**config.mk**
```make
export PLATFORM = sky130hd
export DESIGN_NAME = cpu_lsu
export DESIGN_NICKNAME = d
export VERILOG_FILES = /design/src/rtl/cpu_lsu_pkg.sv /design/src/rtl/cpu_lsu_align.sv /design/src/rtl/cpu_lsu.sv
export SDC_FILE = /design/constraint.sdc
export NUM_CORES = 1
export LEC_CHECK = 0
export CORE_UTILIZATION = 41
export DETAILED_ROUTE_END_ITERATION = 7
export PLACE_DENSITY = 0.87
export RECOVER_POWER = 25
export SYNTH_ARGS = -nofsm -noshare
export SYNTH_HDL_FRONTEND = slang
export SYNTH_SLANG_ARGS = --single-unit
```
**constraint.sdc**
```tcl
create_clock -name clk -period 2.6 [get_ports clk]
set_input_delay 0.39 -clock clk [delete_from_list [all_inputs] [get_ports clk]]
set_output_delay 0.39 -clock clk [all_outputs]
set_load 0.02 [all_outputs]
```
**src/rtl/cpu_lsu_pkg.sv**
```systemverilog
// Shared types and request checking for the cpu_lsu load/store unit.
package cpu_lsu_pkg;

  typedef enum logic [1:0] {SZ_B = 2'b00, SZ_H = 2'b01, SZ_W = 2'b10, SZ_X = 2'b11} size_e;

  typedef enum logic [2:0] {IDLE, READ, WRITE, WB, ERR} state_e;

  localparam logic [1:0] ERR_NONE     = 2'b00;
  localparam logic [1:0] ERR_MISALIGN = 2'b01;
  localparam logic [1:0] ERR_RANGE    = 2'b10;
  localparam logic [1:0] ERR_SIZE     = 2'b11;

  // Earlier tests win: an illegal size hides misalignment, which hides range.
  function automatic logic [1:0] req_check(input size_e size, input logic [31:0] addr);
    if (size == SZ_X) return ERR_SIZE;
    if ((size == SZ_H && addr[0]) || (size == SZ_W && addr[1:0] != 2'b00)) return ERR_MISALIGN;
    if (addr[31:12] != 20'd0) return ERR_RANGE;
    return ERR_NONE;
  endfunction

endpackage

```
**src/rtl/cpu_lsu_align.sv**
```systemverilog
// Little-endian lane extraction/extension for loads and lane merge for sub-word stores.
module lsu_align
  import cpu_lsu_pkg::*;
(
  input  size_e       size,
  input  logic        zext,
  input  logic [1:0]  lane,
  input  logic [31:0] old_word,
  input  logic [31:0] wdata,
  output logic [31:0] load_data,
  output logic [31:0] merge_data
);

  logic [31:0] shifted;
  logic [15:0] half_sel;

  assign shifted  = old_word >> {lane, 3'b000};
  assign half_sel = lane[1] ? old_word[31:16] : old_word[15:0];

  always_comb begin
    load_data  = old_word;
    merge_data = wdata;
    case (size)
      SZ_B: begin
        load_data  = zext ? {24'd0, shifted[7:0]} : {{24{shifted[7]}}, shifted[7:0]};
        merge_data = old_word;
        merge_data[{lane, 3'b000} +: 8] = wdata[7:0];
      end
      SZ_H: begin
        load_data  = zext ? {16'd0, half_sel} : {{16{half_sel[15]}}, half_sel};
        merge_data = old_word;
        if (lane[1]) merge_data[31:16] = wdata[15:0];
        else         merge_data[15:0]  = wdata[15:0];
      end
      default: ;
    endcase
  end

endmodule

```
**src/rtl/cpu_lsu.sv**
```systemverilog
// Multi-cycle load/store unit: request latch, error check, RMW for sub-word stores,
// and register-file writeback of extended load data.
module cpu_lsu
  import cpu_lsu_pkg::*;
#(
  parameter int MEM_WORDS = 1024,
  parameter int ADDR_W    = $clog2(MEM_WORDS)
) (
  input  logic              clk,
  input  logic              rst_n,
  input  logic              req_valid,
  output logic              req_ready,
  input  logic              req_we,
  input  logic [1:0]        req_size,
  input  logic              req_unsigned,
  input  logic [31:0]       req_addr,
  input  logic [31:0]       req_wdata,
  input  logic [4:0]        req_rd,
  output logic [ADDR_W-1:0] mem_addr,
  output logic              mem_writeen,
  output logic [31:0]       mem_writeint,
  input  logic [31:0]       mem_rd,
  output logic              wb_writeen,
  output logic [4:0]        wb_addrw,
  output logic [31:0]       wb_writeint,
  output logic              err_valid,
  output logic [1:0]        err_cause
);

  state_e      state, state_nxt;
  logic        we_q, zext_q;
  size_e       size_q;
  logic [1:0]  lane_q, cause_q, req_cause;
  logic [31:0] wdata_q, old_q, load_data, merge_data;
  logic [4:0]  rd_q;
  logic        accept;

  assign accept    = req_valid && (state == IDLE);
  assign req_cause = req_check(size_e'(req_size), req_addr);
  assign wb_addrw  = rd_q;

  lsu_align u_align (
    .size       (size_q),
    .zext       (zext_q),
    .lane       (lane_q),
    .old_word   (old_q),
    .wdata      (wdata_q),
    .load_data  (load_data),
    .merge_data (merge_data)
  );

  always_ff @(posedge clk or negedge rst_n) begin
    if (!rst_n) begin
      state    <= IDLE;
      we_q     <= 1'b0;
      zext_q   <= 1'b0;
      size_q   <= SZ_B;
      lane_q   <= 2'd0;
      cause_q  <= ERR_NONE;
      wdata_q  <= 32'd0;
      old_q    <= 32'd0;
      rd_q     <= 5'd0;
      mem_addr <= '0;
    end else begin
      state <= state_nxt;
      if (accept) begin
        we_q     <= req_we;
        zext_q   <= req_unsigned;
        size_q   <= size_e'(req_size);
        lane_q   <= req_addr[1:0];
        cause_q  <= req_cause;
        wdata_q  <= req_wdata;
        rd_q     <= req_rd;
        mem_addr <= req_addr[ADDR_W+1:2];
      end
      if (state == READ) old_q <= mem_rd;
    end
  end

  // Outputs decode from the state register so reset drops mem_writeen immediately.
  always_comb begin
    state_nxt    = state;
    req_ready    = 1'b0;
    mem_writeen  = 1'b0;
    mem_writeint = 32'd0;
    wb_writeen   = 1'b0;
    wb_writeint  = 32'd0;
    err_valid    = 1'b0;
    err_cause    = ERR_NONE;
    case (state)
      IDLE: begin
        req_ready = 1'b1;
        if (req_valid) begin
          if (req_cause != ERR_NONE)                           state_nxt = ERR;
          else if (req_we && size_e'(req_size) == SZ_W)        state_nxt = WRITE;
          else                                                 state_nxt = READ;
        end
      end
      READ:  state_nxt = we_q ? WRITE : WB;
      WRITE: begin
        mem_writeen  = 1'b1;
        mem_writeint = merge_data;
        state_nxt    = IDLE;
      end
      WB: begin
        wb_writeen  = (rd_q != 5'd0);
        wb_writeint = load_data;
        state_nxt   = IDLE;
      end
      ERR: begin
        err_valid = 1'b1;
        err_cause = cause_q;
        state_nxt = IDLE;
      end
      default: state_nxt = IDLE;
    endcase
  end

endmodule

```
==> impl_metrics.json, run 1 <==
{
  "status": "finished with violations",
  "violations": "capacitance limit, slew limit, setup timing",
  "portBuffers": 192,
  "ys_seq_elements": 90,
  "ctsLongestPathBuffers": 2,
  "finalCriticalPeriod_ns": 2.724,
  "syn_area_um2": 5370,
  "post-route-drc-count": 0,
  "worst_r2r_endpoint": "wdata_q[27]",
  "crit_top_cell": "buf_6",
  "pre_cts_ws_ns": -0.2960,
  "ant_nets": 0,
  "die-area_um2": 13560,
  "synth_cell_types": 47,
  "drtIter0Drc": 584,
  "cp-start-kind": "flip-flop",
  "tns_ns": -1.667,
  "core_area_um2": 12670,
  "hpwl_um": 13950,
  "rsz0062_at_grt": "yes",
  "synth_most_common_cell": "dfrtp_1",
  "ys.flop_type": "dfrtp_1",
  "via_count": 5390,
  "yosys.area.top_type": "dfrtp_1",
  "drv_cap": 1,
  "max-slew-margin-rel": -0.4448,
  "r2r_cells": 4,
  "clkTransAtPathRegs_ns": 0.07,
  "placed_cell_area_um2": 7918,
  "post-route-util": 0.6645,
  "grt_overflow_total": 0,
  "syn_avg_cell_area_um2": 10.61,
  "synth_edf_count": 0,
  "finalSetupViolCount": 26,
  "worst-r2r-setup-slack_ns": 0.80,
  "yosysSeqAreaShare": 0.4194,
  "postSynthCellCount": 506,
  "synthToLayoutAreaGrowth_pct": 56.78,
  "grt_pass1_wl_um": 29010,
  "min_to": "cause_q[0]",
  "whs_path_depth": 1,
  "crit_arrival_ns": 2.33,
  "cts.root.buffer_cell": "clkbuf_16",
  "cts_tree": "built",
  "antenna_cells": 0,
  "cts.sinks": 90,
  "htreeDepth": 3,
  "slew_violations": 39,
  "synthArstFlopShare": 1.000,
  "synth_top_area_frac": 0.4194,
  "fin_ws_ns": -0.1242,
  "die_h_um": 116.4,
  "worstHoldPathType": "flip-flop to flip-flop",
  "slowest_stage": "dfrtp_1",
  "hold_viol_final": 0,
  "grt_pass1_vias": 5366,
  "power_density_nw_per_um2": 513.4,
  "rows": 41,
  "fmax_mhz": 367.1,
  "yosysWarnings": 0,
  "cp-end-kind": "output port",
  "insertion_delay_ns": 0.35,
  "ios": 193,
  "place_congestion": 0.9404,
  "vdd_drop_max_uv": 440.6,
  "drive_gt1_frac": 0.3769,
  "initial_core_util": 0.4238,
  "nets": 851,
  "fp.dieW_um": 116.4,
  "first_pass_iters": 7,
  "required_ns": 2.21,
  "routed_via_density": 5.891,
  "hold_ws_ns": 0.5065,
  "synth_area_leaders": "dfrtp_1 (42%), mux2_2 (16%), a221oi_1 (4.6%), mux4_2 (2.9%), a21o_1 (2.4%)",
  "leakage_uw": 0.003767,
  "cts_made_buffers": 9,
  "worst-slew-pin-transition_ns": 2.167,
  "slowest_delay_ns": 0.40,
  "antenna_found_initial": 0,
  "post-route-period-util": 1.048,
  "gr-usage-all-layers": 0.2879,
  "crit_type": "flip-flop to output port",
  "finalClockSkew_ns": 0.003977,
  "min_from": "cause_q[0]",
  "ys_top_cells_by_count": "dfrtp_1 (90), mux2_2 (77), nand2_1 (34), a221oi_1 (28), a21oi_1 (25)",
  "crit_path_max_fanout": 5,
  "syn_nets": 619,
  "cp_cell_sequence": "inv_2 -> ha_4 -> nor4bb_4 -> buf_4 -> buf_6 -> a221oi_2 -> a211o_1 -> a21oi_4 -> buf_6",
  "grt_max_degree": 65,
  "routed_wl_um": 19000,
  "rr_startpoint": "state[2]",
  "final_area_um2": 8419,
  "wire_per_inst_um": 20.77
}
how the worst max path moves through the flow:
stage / from / slack (ns) / depth (start not counted) / to
after floorplan: lane_q[1] / -0.02 / 8 / mem_writeint[0]
after global placement: lane_q[0] / -0.25 / 8 / mem_writeint[29]
after detailed placement: lane_q[0] / -0.30 / 8 / mem_writeint[29]
after CTS: lane_q[1] / -0.21 / 10 / wb_writeint[30]
after global routing: lane_q[1] / -0.20 / 9 / mem_writeint[9]
final: lane_q[1] / -0.12 / 9 / mem_writeint[25]
cells by family (layout without fill, tap and decap cells):
family	count (synthesis)	count (layout)	synth area share
adders and majority gates	5	5	0.01165
buffers and inverters	57	294	0.04590
and+or+nand+nor	105	105	0.09739
DFF	90	90	0.4194
AOI/OAI and AO/OA	151	151	0.2069
muxes	98	98	0.2188
stage by stage:
step / std cells / power, uW
after floorplan: 506 / 2320
after global placement: 886 / 2843
after detailed placement: 886 / 2880
after CTS: 913 / 4318
after global routing: 915 / 4503
final: 915 / 4323
sequential cells by signal (all words and copies together), names as in the netlist:
register,flops
we_q,1
cause_q,2
wdata_q,32
mem_addr,10
state,3
size_q,2
lane_q,2
old_q,32
zext_q,1
wb_addrw,5
cell usage in the layout, fill, tap and decap left out, types with 10 or more instances in the layout:
| cell type | Yosys | layout |
|---|---|---|
| a21oi_1 | 25 | 11 |
| inv_1 | 17 | 14 |
| a22o_1 | 10 | 10 |
| buf_2 | 14 | 13 |
| clkdlybuf4s50_1 | 0 | 126 |
| a21o_1 | 17 | 17 |
| clkbuf_16 | 0 | 10 |
| a221oi_2 | 0 | 11 |
| a211o_1 | 12 | 12 |
| buf_6 | 2 | 39 |
| o22ai_1 | 15 | 15 |
| nor2_1 | 22 | 22 |
| mux2_2 | 77 | 77 |
| nor3_1 | 20 | 12 |
| a221oi_1 | 28 | 17 |
| buf_4 | 0 | 63 |
| nand2_1 | 34 | 34 |
| mux2i_1 | 12 | 12 |
| dfrtp_1 | 90 | 90 |
| o21ai_0 | 20 | 20 |
worst max-delay path: cells and delay by family, from the launching register on:
kind / cells / cell delay (ns)
buf+inv: 4 / 0.56
compound gates: 3 / 0.52
flops: 1 / 0.40
simple gates: 1 / 0.28
fa+ha+maj: 1 / 0.22
routing by layer:
| metal | vias to the layer above | track usage | wire (um) |
|---|---|---|---|
| met5 | - | 0 | 0 |
| met4 | 0 | 0.1393 | 560 |
| met3 | 45 | 0.07058 | 1858 |
| met2 | 352 | 0.4560 | 9037 |
| met1 | 2589 | 0.3691 | 7546 |
| li1 | 2404 | - | - |
power by group:
part,internal (uW),switching (uW),total [uW]
Sequential,1530,148,1670
Combinational,679,590,1270
Clock,782,597,1380
final cells by class:
type                       instances  area (um^2)
clock buffer                      10        239.0
timing repair buffer             260         2432
tap                              172        215.2
inverter                          18        67.56
multi-input combinational        359         3142
fill                             970         4252
sequential                        90         2252
clock inverter                     6        71.32
what timing repair did:
item | CTS | global route
pin swaps | 34 | 19
buffers inserted | 10 | 3
hold buffers | 0 | 0
gates cloned | 1 | 0
gates resized for setup | 295 | 53
setup endpoints to repair | 64 | 64
Note: power is estimated with default switching activity, not from simulation.
==> run 2, diff against run 1 <==
- CAP_MARGIN: default -> 10
- SKIP_CTS_REPAIR_TIMING: default -> 1
==> impl_metrics.json, run 2 (synthesized netlist as in run 1, its figures left out) <==
{
  "via_count": 5335,
  "post-route-drc-count": 0,
  "die_h_um": 116.4,
  "antenna_cells": 0,
  "violations": "capacitance limit, slew limit, setup timing",
  "insertion_delay_ns": 0.35,
  "placed_cell_area_um2": 7918,
  "place_congestion": 0.9404,
  "final_common_cell": "clkdlybuf4s50_1",
  "grt_max_degree": 65,
  "cts.root.buffer_cell": "clkbuf_16",
  "nets": 845,
  "antenna_found_initial": 0,
  "rows": 41,
  "status": "finished with violations",
  "post-route-util": 0.6560,
  "ant_nets": 0,
  "die-area_um2": 13560,
  "cp-start-kind": "flip-flop",
  "rsz0062_at_grt": "yes",
  "finalClockSkew_ns": 0.005435,
  "crit_arrival_ns": 2.38,
  "clockPowerShare": 0.319,
  "grt_util_met1": 0.3628,
  "p_sw_frac": 0.3087,
  "ctsLongestPathBuffers": 2,
  "cts_made_buffers": 9,
  "top_regs": "old_q: 32 flops, wdata_q: 32 flops, mem_addr: 10 flops",
  "register_area_um2": 2252,
  "fmax_mhz": 360.5,
  "internal_power_uw": 2987,
  "finalCriticalPeriod_ns": 2.774,
  "final_cell_mix": "clkdlybuf4s50_1 (126), dfrtp_1 (90), mux2_2 (77), buf_4 (70), nand2_1 (34)",
  "finalSetupViolCount": 15,
  "cp-end-kind": "output port",
  "required_ns": 2.21,
  "cts.sinks": 90,
  "initial_core_util": 0.4238,
  "worst-slew-pin-transition_ns": 2.147,
  "layout.cells.non_filler": 909,
  "htreeDepth": 3,
  "grt_use_met3": 0.07058,
  "dp_cells": 886,
  "post-route-period-util": 1.067,
  "worstHoldPathType": "flip-flop to flip-flop",
  "final_area_um2": 8312,
  "synthToLayoutAreaGrowth_pct": 54.78,
  "grt_pass1_wl_um": 28440,
  "core_area_um2": 12670,
  "cts_tree": "built",
  "max-slew-margin-rel": -0.4314,
  "wire_per_inst_um": 20.89,
  "slew_violations": 39,
  "grt_pass1_vias": 5271,
  "crit_path_max_fanout": 4,
  "grt_overflow_total": 0,
  "power_density_nw_per_um2": 519.8,
  "drive_gt1_frac": 0.3541,
  "fin_ws_ns": -0.1739,
  "multi_input_area_um2": 3118,
  "clkTransAtPathRegs_ns": 0.07,
  "routed_wl_um": 18990,
  "vdd_drop_max_uv": 444.6,
  "gr-usage-all-layers": 0.2827,
  "hpwl_um": 13950,
  "drv_cap": 1,
  "leakage_uw": 0.003867,
  "n_fill_cell": 994,
  "routed_via_density": 5.869,
  "grt-busiest-layer": "met2",
  "p_seq_frac": 0.387,
  "use_met2": 0.4458,
  "hold_viol_final": 0,
  "first_pass_iters": 7,
  "combinationalPowerShare": 0.293,
  "drtIter0Drc": 495,
  "ios": 193,
  "crit_type": "flip-flop to output port",
  "power_switching_uw": 1334,
  "portBuffers": 192,
  "fp.dieW_um": 116.4
}
[run 2: critical path, stage by stage (launching register included)]
cell      delay (ns)
dfrtp_1         0.39
inv_2           0.15
ha_4            0.24
buf_6           0.12
and4b_1         0.19
buf_4           0.15
a22o_1          0.18
a222oi_1        0.33
nor2_1          0.09
buf_2           0.17
[run 2: through the flow]
step / setup WS (ns) / power, uW / hold WS (ns) / TNS (ns)
detailed placement: -0.2960 / 2880 / 0.4007 / -4.507
global placement: -0.2547 / 2843 / 0.4026 / -3.091
floorplan: -0.02191 / 2320 / 0.09441 / -0.1901
global route: -0.2588 / 4497 / 0.5131 / -12.50
CTS: -0.6851 / 4261 / 0.02653 / -27.60
finish: -0.1739 / 4321 / 0.5066 / -1.569
[run 2: worst paths after layout]
| kind | from | end | slack, ns | cells past startpoint |
|---|---|---|---|---|
| min reg2reg | cause_q[0] | cause_q[0] | 0.51 | 1 |
| max | lane_q[0] | mem_writeint[9] | -0.17 | 9 |
| min | cause_q[0] | cause_q[0] | 0.51 | 1 |
| max in group asynchronous | rst_n | wdata_q[21] | 0.29 | 2 |
| min in group asynchronous | rst_n | wdata_q[0] | 0.65 | 1 |
| max reg2reg | state[2] | wdata_q[27] | 0.80 | 4 |
[run 2: area by class of cell]
class                   instances  area share
clock buffers                  10     0.02875
clock inverters                 6    0.008580
inverters                      18    0.008129
multi-input cells             359      0.3751
flip-flops and latches         90      0.2710
well taps                     172     0.02589
repair buffers                254      0.2826
[run 2: power groups by stage]
stage,logic (uW),registers [uW],clock network (uW)
finish,1270,1670,1380
CTS,1190,1670,1400
global route,1360,1680,1460
detailed placement,1190,1690,0
floorplan,642,1680,0
global placement,1160,1680,0
[run 2: per-layer routing]
layer | share of wire | vias to the layer above | wire (um)
li1 | - | 2394 | -
met3 | 0.097 | 50 | 1833
met1 | 0.40 | 2572 | 7675
met2 | 0.47 | 319 | 8863
met4 | 0.032 | 0 | 613
met5 | 0 | - | 0
